`src/rtl/countdown_timer_pkg.sv`:
```
// countdown_timer_pkg: shared state enum, BCD digit limits and the BCD nibble clamp used on load
package countdown_timer_pkg;
  typedef enum logic [1:0] {IDLE, RUN, PAUSE, DONE} state_t;
  localparam logic [3:0] BCD_UNIT_MAX = 4'd9;
  localparam logic [3:0] SEC_TENS_MAX = 4'd5;
  function automatic logic [7:0] bcd_clamp(input logic [7:0] v);
    return {v[7:4] > SEC_TENS_MAX ? SEC_TENS_MAX : v[7:4], v[3:0] > BCD_UNIT_MAX ? BCD_UNIT_MAX : v[3:0]};
  endfunction
endpackage

```
`src/rtl/countdown_timer_if.sv`:
```
// countdown_timer_if: timer bus; master drives clk_sec/load/start_stop/set_min/set_sec, slave returns min_bcd/sec_bcd/running/alarm
interface countdown_timer_if;
  logic       clk_sec;
  logic       load;
  logic       start_stop;
  logic [7:0] set_min;
  logic [7:0] set_sec;
  logic [7:0] min_bcd;
  logic [7:0] sec_bcd;
  logic       running;
  logic       alarm;
  modport master(output clk_sec, load, start_stop, set_min, set_sec, input min_bcd, sec_bcd, running, alarm);
  modport slave(input clk_sec, load, start_stop, set_min, set_sec, output min_bcd, sec_bcd, running, alarm);
endinterface

```
`src/rtl/countdown_timer_bcd_down_digit.sv`:
```
// bcd_down_digit: one BCD down-counting digit wrapping 0->WRAP; ports clk, rst, i_ld/i_val load, i_dec decrement, o_val digit, o_borrow borrow-out, o_zero is-zero
module bcd_down_digit #(
  parameter logic [3:0] WRAP = 4'd9
) (
  input  logic       clk,
  input  logic       rst,
  input  logic       i_ld,
  input  logic       i_dec,
  input  logic [3:0] i_val,
  output logic [3:0] o_val,
  output logic       o_borrow,
  output logic       o_zero
);
  logic [3:0] r_val;
  always_ff @(posedge clk)
    r_val <= rst ? 4'd0 : i_ld ? i_val : i_dec ? (o_zero ? WRAP : r_val - 4'd1) : r_val;
  assign o_val    = r_val;
  assign o_zero   = r_val == 4'd0;
  assign o_borrow = i_dec & o_zero;
endmodule

```
`src/rtl/countdown_timer.sv`:
```
// countdown_timer: BCD MM:SS countdown (clk, reset_p sync active-high, bus slave: clk_sec/load/start_stop/set_min/set_sec in, min_bcd/sec_bcd/running/alarm out); COUNTDOWN_ALARM_HOLD_EN holds alarm through DONE, else a 1-cycle alarm
module countdown_timer
  import countdown_timer_pkg::*;
#(
  parameter int MAX_MIN = 59
) (
  input logic               clk,
  input logic               reset_p,
  countdown_timer_if.slave  bus
);
  localparam logic [7:0] MAX_BCD = {4'(MAX_MIN / 10), 4'(MAX_MIN % 10)};
  state_t      r_state, w_next;
  logic        r_running, r_alarm, w_alarm_nxt, w_tick, w_last;
  logic [7:0]  w_min_n;
  logic [15:0] w_ld_val;
  logic [3:0]  w_dig [4];
  logic [3:0]  w_zero;
  logic [4:0]  w_dec;
  assign w_min_n  = bcd_clamp(bus.set_min);
  assign w_ld_val = {w_min_n > MAX_BCD ? MAX_BCD : w_min_n, bcd_clamp(bus.set_sec)};
  assign w_tick   = r_state == RUN && bus.clk_sec && !bus.load && !bus.start_stop;
  assign w_last   = w_tick && (&w_zero[3:1]) && w_dig[0] == 4'd1;
  assign w_dec[0] = w_tick;
  for (genvar d = 0; d < 4; d++) begin : g_dig
    bcd_down_digit #(.WRAP(d == 1 ? SEC_TENS_MAX : BCD_UNIT_MAX)) u_dig (
      .clk(clk), .rst(reset_p), .i_ld(bus.load), .i_dec(w_dec[d]), .i_val(w_ld_val[4*d +: 4]),
      .o_val(w_dig[d]), .o_borrow(w_dec[d+1]), .o_zero(w_zero[d])
    );
  end
  always_comb begin
    w_next = bus.load ? IDLE :
             bus.start_stop ? (r_state == RUN ? PAUSE :
                               r_state == PAUSE ? RUN :
                               (r_state == IDLE && !(&w_zero)) ? RUN : IDLE) :
             w_last ? DONE : r_state;
  end
`ifdef COUNTDOWN_ALARM_HOLD_EN
  assign w_alarm_nxt = w_last | (r_alarm & ~bus.load & ~bus.start_stop);
`else
  assign w_alarm_nxt = w_last;
`endif
  always_ff @(posedge clk) begin
    r_state   <= reset_p ? IDLE : w_next;
    r_running <= !reset_p && w_next == RUN;
    r_alarm   <= !reset_p && w_alarm_nxt;
  end
  // expiry stops the chain at 00:00, so the minutes-tens digit can never borrow
  always_ff @(posedge clk)
    if (!reset_p) assert (!w_dec[4]);
  assign bus.min_bcd = {w_dig[3], w_dig[2]};
  assign bus.sec_bcd = {w_dig[1], w_dig[0]};
  assign bus.running = r_running;
  assign bus.alarm   = r_alarm;
endmodule

```
`src/flat_wrapper.sv`:
```
// flat-port wrapper written by rule: the top's interface ports become plain ports
module countdown_timer_flat import countdown_timer_pkg::*;
#(
  parameter int MAX_MIN = 59
)
  (clk, reset_p, bus_clk_sec, bus_load, bus_start_stop, bus_set_min, bus_set_sec, bus_min_bcd, bus_sec_bcd, bus_running, bus_alarm);
  countdown_timer_if bus_i ();
  input logic clk;
  input logic reset_p;
  input wire logic [$bits(bus_i.clk_sec)-1:0] bus_clk_sec;
  input wire logic [$bits(bus_i.load)-1:0] bus_load;
  input wire logic [$bits(bus_i.start_stop)-1:0] bus_start_stop;
  input wire logic [$bits(bus_i.set_min)-1:0] bus_set_min;
  input wire logic [$bits(bus_i.set_sec)-1:0] bus_set_sec;
  output wire logic [$bits(bus_i.min_bcd)-1:0] bus_min_bcd;
  output wire logic [$bits(bus_i.sec_bcd)-1:0] bus_sec_bcd;
  output wire logic [$bits(bus_i.running)-1:0] bus_running;
  output wire logic [$bits(bus_i.alarm)-1:0] bus_alarm;
  assign bus_i.clk_sec = bus_clk_sec;
  assign bus_i.load = bus_load;
  assign bus_i.start_stop = bus_start_stop;
  assign bus_i.set_min = bus_set_min;
  assign bus_i.set_sec = bus_set_sec;
  assign bus_min_bcd = bus_i.min_bcd;
  assign bus_sec_bcd = bus_i.sec_bcd;
  assign bus_running = bus_i.running;
  assign bus_alarm = bus_i.alarm;
  countdown_timer #(.MAX_MIN(MAX_MIN)) u_core (.clk(clk), .reset_p(reset_p), .bus(bus_i));
endmodule
```
`config.mk`:
```
export PLATFORM = sky130hd
export DESIGN_NAME = countdown_timer_flat
export DESIGN_NICKNAME = d
export VERILOG_FILES = /design/src/rtl/countdown_timer_pkg.sv /design/src/rtl/countdown_timer_if.sv /design/src/rtl/countdown_timer_bcd_down_digit.sv /design/src/rtl/countdown_timer.sv /design/src/flat_wrapper.sv
export SDC_FILE = /design/constraint.sdc
export NUM_CORES = 1
export LEC_CHECK = 0
export ABC_AREA = 1
export BUFFER_PORTS_ARGS = -buffer_cell sky130_fd_sc_hd__buf_2
export CELL_PAD_IN_SITES_DETAIL_PLACEMENT = 2
export CELL_PAD_IN_SITES_GLOBAL_PLACEMENT = 2
export CORE_ASPECT_RATIO = 0.5
export CORE_UTILIZATION = 26
export DETAILED_ROUTE_END_ITERATION = 8
export GPL_ROUTABILITY_DRIVEN = 0
export PLACE_DENSITY_LB_ADDON = 0.1
export SLEW_MARGIN = 20
export SYNTH_ARGS = -nofsm -noshare
export SYNTH_HDL_FRONTEND = slang
export SYNTH_HIERARCHICAL = 1
export SYNTH_SLANG_ARGS = --single-unit
```
`constraint.sdc`:
```
create_clock -name clk -period 2.6 [get_ports clk]
set_input_delay 0.52 -clock clk [delete_from_list [all_inputs] [get_ports clk]]
set_output_delay 0.52 -clock clk [all_outputs]
set_load 0.05 [all_outputs]
```
# == After elaboration in Yosys (flattened, before gate mapping) ==
# Index checks and enable logic that the tools add are counted.
# totals
register_bits,20
latch_bits,0
ramBits,0
romBits,0
in_bits,21
output_inout_bits,18
word_cells,69
n_memories,0
# classes
n_addsub,4
mul,0
n_div,0
order_cmp,5
eq_ne,4
shifts,0
mux,23
bitwise_logic,3
n_reduce_logical,23
# ops
cell,count
4-bit two-way mux,16
4-bit zero test,4
"4-bit by 1-bit subtractor with 4-bit output, second input constant",4
2-bit two-way mux,5
"4-bit by 3-bit greater-than comparator with 1-bit output, second input constant",2
"4-bit greater-than comparator, second input constant",2
"8-bit by 7-bit greater-than comparator with 1-bit output, second input constant",1
1-bit logical AND,8
8-bit two-way mux,1
2-bit nonzero test,4
"2-bit by 1-bit equality test with 1-bit output, second input constant",2
"4-bit by 1-bit equality test with 1-bit output, second input constant",1
1-bit zero test,4
4-bit AND reduction,1
1-bit bitwise AND,3
3-bit AND reduction,1
"2-bit equality test, second input constant",1
2-bit zero test,1
1-bit two-way mux,1

# == Longest topological paths before layout ==
# logic_depth
depth_word,11
depth_mapped,15
mapped_depth_nobuf,15

# == Cells and area by module ==
# The synthesis kept the hierarchy.
# modules_own_cells
module,instances,cells_per_inst,area_each_um2,seq_area_each_um2
bcd_down_digit at u_core.g_dig[0].u_dig ...,3,44,266.5,80.1
countdown_timer,1,52,336.6,80.1
bcd_down_digit at u_core.g_dig[1].u_dig,1,39,241.5,80.1

# == Least setup slack after synthesis ==
# OpenSTA, ideal clock, no wires.
# synth_path
path_kind,input -> register
start,input bus_load
end,register u_core.g_dig[3].u_dig.r_val[2]
setup_ps,66
arrival_time_ps,2103
t_required_ps,2534
path_slack_ps,431
path_stages,15
path_buffers,0
cell_sequence,inv_1 nand3b_4 nor2_4 inv_1 nor2_1 inv_1 nor3_1 inv_1 nor2_1 inv_1 nand2_2 nand3_2 nand2_1 nand2_1 a21oi_2
# synth_between
elab_chain_cells,7
word_cells_on_any_way,8
cone_classes,mux (1); bitwise (3); reduce/logical (4)
# synth_lines
element,line_no,source
"start, declared",flat_wrapper.sv:11,input wire logic [$bits(bus_i.load)-1:0] bus_load;
1-bit zero test,countdown_timer.sv:21,assign w_tick = r_state == RUN && bus.clk_sec && !bus.load && !bus.start_stop;
1-bit logical AND (2 in a row),countdown_timer.sv:21,
named net u_core.w_dec[0],countdown_timer.sv:18,logic [4:0] w_dec;
1-bit bitwise AND,countdown_timer_bcd_down_digit.sv:19,assign o_borrow = i_dec & o_zero;
named net u_core.w_dec[1],countdown_timer.sv:18,
1-bit bitwise AND,countdown_timer_bcd_down_digit.sv:19,
named net u_core.w_dec[2],countdown_timer.sv:18,
1-bit bitwise AND,countdown_timer_bcd_down_digit.sv:19,
named net u_core.w_dec[3],countdown_timer.sv:18,
2-bit nonzero test (no line),n/a,
"end signal, assigned",countdown_timer_bcd_down_digit.sv:16,r_val <= rst ? 4'd0 : i_ld ? i_val : i_dec ? (o_zero ? WRAP : r_val - 4'd1) : r_val;
"end, declared",countdown_timer_bcd_down_digit.sv:14,logic [3:0] r_val;
# The timed path passes the listed nets, and every way through them passes these cells.
# A chain may end at the register's enable or synchronous reset.

# == Final worst setup path ==
# layout_path
start,input bus_start_stop
end,register u_core.g_dig[3].u_dig.r_val[1]
# layout_between
elab_chain_cells,6
# layout_lines
element,line_no,source
"start, declared",flat_wrapper.sv:12,input wire logic [$bits(bus_i.start_stop)-1:0] bus_start_stop;
1-bit zero test,countdown_timer.sv:21,
1-bit logical AND,countdown_timer.sv:21,
named net u_core.w_dec[0],countdown_timer.sv:18,
1-bit bitwise AND,countdown_timer_bcd_down_digit.sv:19,
named net u_core.w_dec[1],countdown_timer.sv:18,
1-bit bitwise AND,countdown_timer_bcd_down_digit.sv:19,
named net u_core.w_dec[2],countdown_timer.sv:18,
1-bit bitwise AND,countdown_timer_bcd_down_digit.sv:19,
named net u_core.w_dec[3],countdown_timer.sv:18,
2-bit nonzero test (no line),n/a,
# The timed path passes the listed nets, and every way through them passes these cells.

==> key figures <==
Run status
  – Run status: finished clean

GRT
  – Global-route wire length before repair: 6879 microns
  – Initial antenna violation count: 0
  – Largest net degree at the start of global routing: 22
  – Vias in the first global route: 1507
  – Tot GR Track Use: 0.1597
  – GRT overflow: 0

Worst setup path
  – CP startpoint kind: input port
  – Endpoint type of the worst setup path: flop
  – CP Class: in -> reg
  – CP arrival: 2310 ps
  – CP max FO: 5
  – Worst Path Required: around 2800 ps

STA
  – RSZ-0062 raised after global routing: no
  – Max Transition Viols Final: 0
  – Final hold vios: 0
  – Skew final: roughly 3.1 ps
  – Hold WS: roughly 530 ps
  – Period minus WS final: around 2100 ps
  – Final period util: 0.8198
  – Fin Setup TNS: 0 ps
  – Fmax: between 0.4 and 0.5 GHz
  – Final Setup Violations: 0

Clock tree
  – Longest Clk Path Bufs: 2
  – Post-cts sizing count: 0
  – Hold_buf cts: 0
  – Clk Latency, worst-skew pair: between 200 and 300 ps
  – CTS tree: done
  – TritonCTS buffer count: 3
  – Post-CTS setup buffers: 0
  – Clock transition at the registers of the reported paths: about 80 ps
  – CTS H-tree depth: 1
  – Sinks on the clock net: 20
  – Root Driver: clkbuf_8

Drt
  – DRT Pass-1 Iters: 4
  – # DRC: 0
  – Drt first-iter violations: 27
  – Routed vias/inst: between 4 and 5
  – Drt wl/cell: between 10 and 15 microns
  – Via count: between 1500 and 2000
  – Aggregate routed wire length: between 4000 and 5000 microns
  – Routed Antenna Nets: 0

Pwr
  – IR Drop Worst-Case VDD: around 190 uV
  – Lkg Pwr: roughly 0.91 nW
  – P per Cell Area: ~490 mW/mm^2

Synthesis
  – Synth Warn #: 6
  – Post-Syn Area: 0.001374 sq mm
  – Synth Area per Inst: ~6.2 sq um
  – Synthesized netlist cell count: between 200 and 250

Die
  – Starting Density: 0.2748
  – CORE AREA: around 0.005 sq mm
  – Die W: 104.8 microns
  – Die Height: 53.40 microns
  – Die ar.: roughly 0.0056 sq mm
  – Floorplan row count: 18
  – Number of I/O pins: 39

Hold path
  – Hold WC Path Type: reg -> reg

Finish
  – Layout cells sized above 1: 0.2895
  – Layout area overhead: 25.59%
  – Ant diodes: 0
  – Nets: between 200 and 300

Flow run
  – Max Cap Viol: 0

Placement
  – Hpwl dp: roughly 3300 microns
  – I/O Buffers: 38
[through the flow]
stage | utilization | instances | area [sq um] | power (mW) | setup slack [ps]
3_5_place_dp | 0.3341 | 332 | 1670 | 0.5959 | 170.2
3_3_place_gp | 0.3341 | 332 | 1670 | 0.5881 | 331.3
4_1_cts | 0.3451 | 336 | 1725 | 0.8561 | 420.8
5_1_grt | 0.3451 | 336 | 1725 | 0.8979 | 264.9
2_1_floorplan | - | 223 | 1378 | 0.5193 | 447.0
6_report | 0.3451 | 336 | 1725 | 0.8392 | 468.6
[routing by layer]
metal	track usage	wire [microns]	vias to the layer above
li1	-	-	766
met1	0.1909	2002	707
met2	0.3002	1994	28
met3	0.03818	148	2
met4	0.02817	15	0
met5	0	0	-
[worst max-delay path: stages]
cell and delay (ps):
buf_2 130, nand3b_4 160, nor2_4 130, inv_1 80
nor2_1 150, inv_1 60, nor3_1 250, inv_1 120
nor2_1 220, nand2_1 140, a21oi_1 160, nand3_1 90
nand2_1 70, inv_1 40
[cells in the final DEF (no fill, tap or decap)]
master / instances
nand3_1: 6
o21bai_1: 1
nor2_2: 4
a211o_1: 2
nor3b_1: 1
buf_4: 3
a22oi_1: 3
dfxtp_1: 20
nand2_1: 64
nand3_2: 3
inv_2: 4
nor2_4: 5
a21oi_2: 3
o21ai_0: 5
nand3b_4: 1
inv_1: 34
buf_2: 38
clkbuf_8: 4
nand2_2: 11
and2_1: 2
nor4_2: 1
conb_1: 2
o211ai_1: 3
nor3_1: 2
o21ai_1: 2
nor2_1: 30
a21oi_1: 10
or2_1: 2
[registers in the layout, indices dropped and copies added, names as in the netlist]
| register | count |
|---|---|
| u_core/g_dig.u_dig/o_val | 16 |
| u_core/bus.alarm | 1 |
| u_core/r_state | 2 |
| u_core/bus.running | 1 |
[area by class of cell]
cell class	instances	area, sq um
well taps	70	87.58
fillers	635	3274
clock buffers	4	55.05
inverters	38	142.6
multi-input cells	163	827.0
repair buffers	41	212.7
flip-flops and latches	20	400.4
[where the power goes]
| group | switching, mW | total (mW) | internal [mW] | leakage, nW |
|---|---|---|---|---|
| logic | 0.163 | 0.236 | 0.0733 | 0.717 |
| clock network | 0.118 | 0.253 | 0.135 | 0.0288 |
| registers | 0.0253 | 0.350 | 0.324 | 0.165 |
| total | 0.306 | 0.839 | 0.533 | 0.911 |
[worst paths after layout]
check / to / cells after the start / slack [ps] / start
setup / recovery: u_core/g_dig[3].u_dig/o_val[1]$_SDFFE_PP0P_ / 14 / 470 / bus_start_stop
hold / removal: u_core/g_dig[1].u_dig/o_val[3]$_SDFFE_PP0P_ / 2 / 530 / u_core/g_dig[1].u_dig/o_val[3]$_SDFFE_PP0P_
hold reg to reg: u_core/g_dig[1].u_dig/o_val[3]$_SDFFE_PP0P_ / 2 / 530 / u_core/g_dig[1].u_dig/o_val[3]$_SDFFE_PP0P_
setup reg to reg: u_core/g_dig[3].u_dig/o_val[1]$_SDFFE_PP0P_ / 14 / 480 / u_core/r_state[1]$_SDFF_PP0_
No activity file was read; power rests on OpenSTA's default activity.
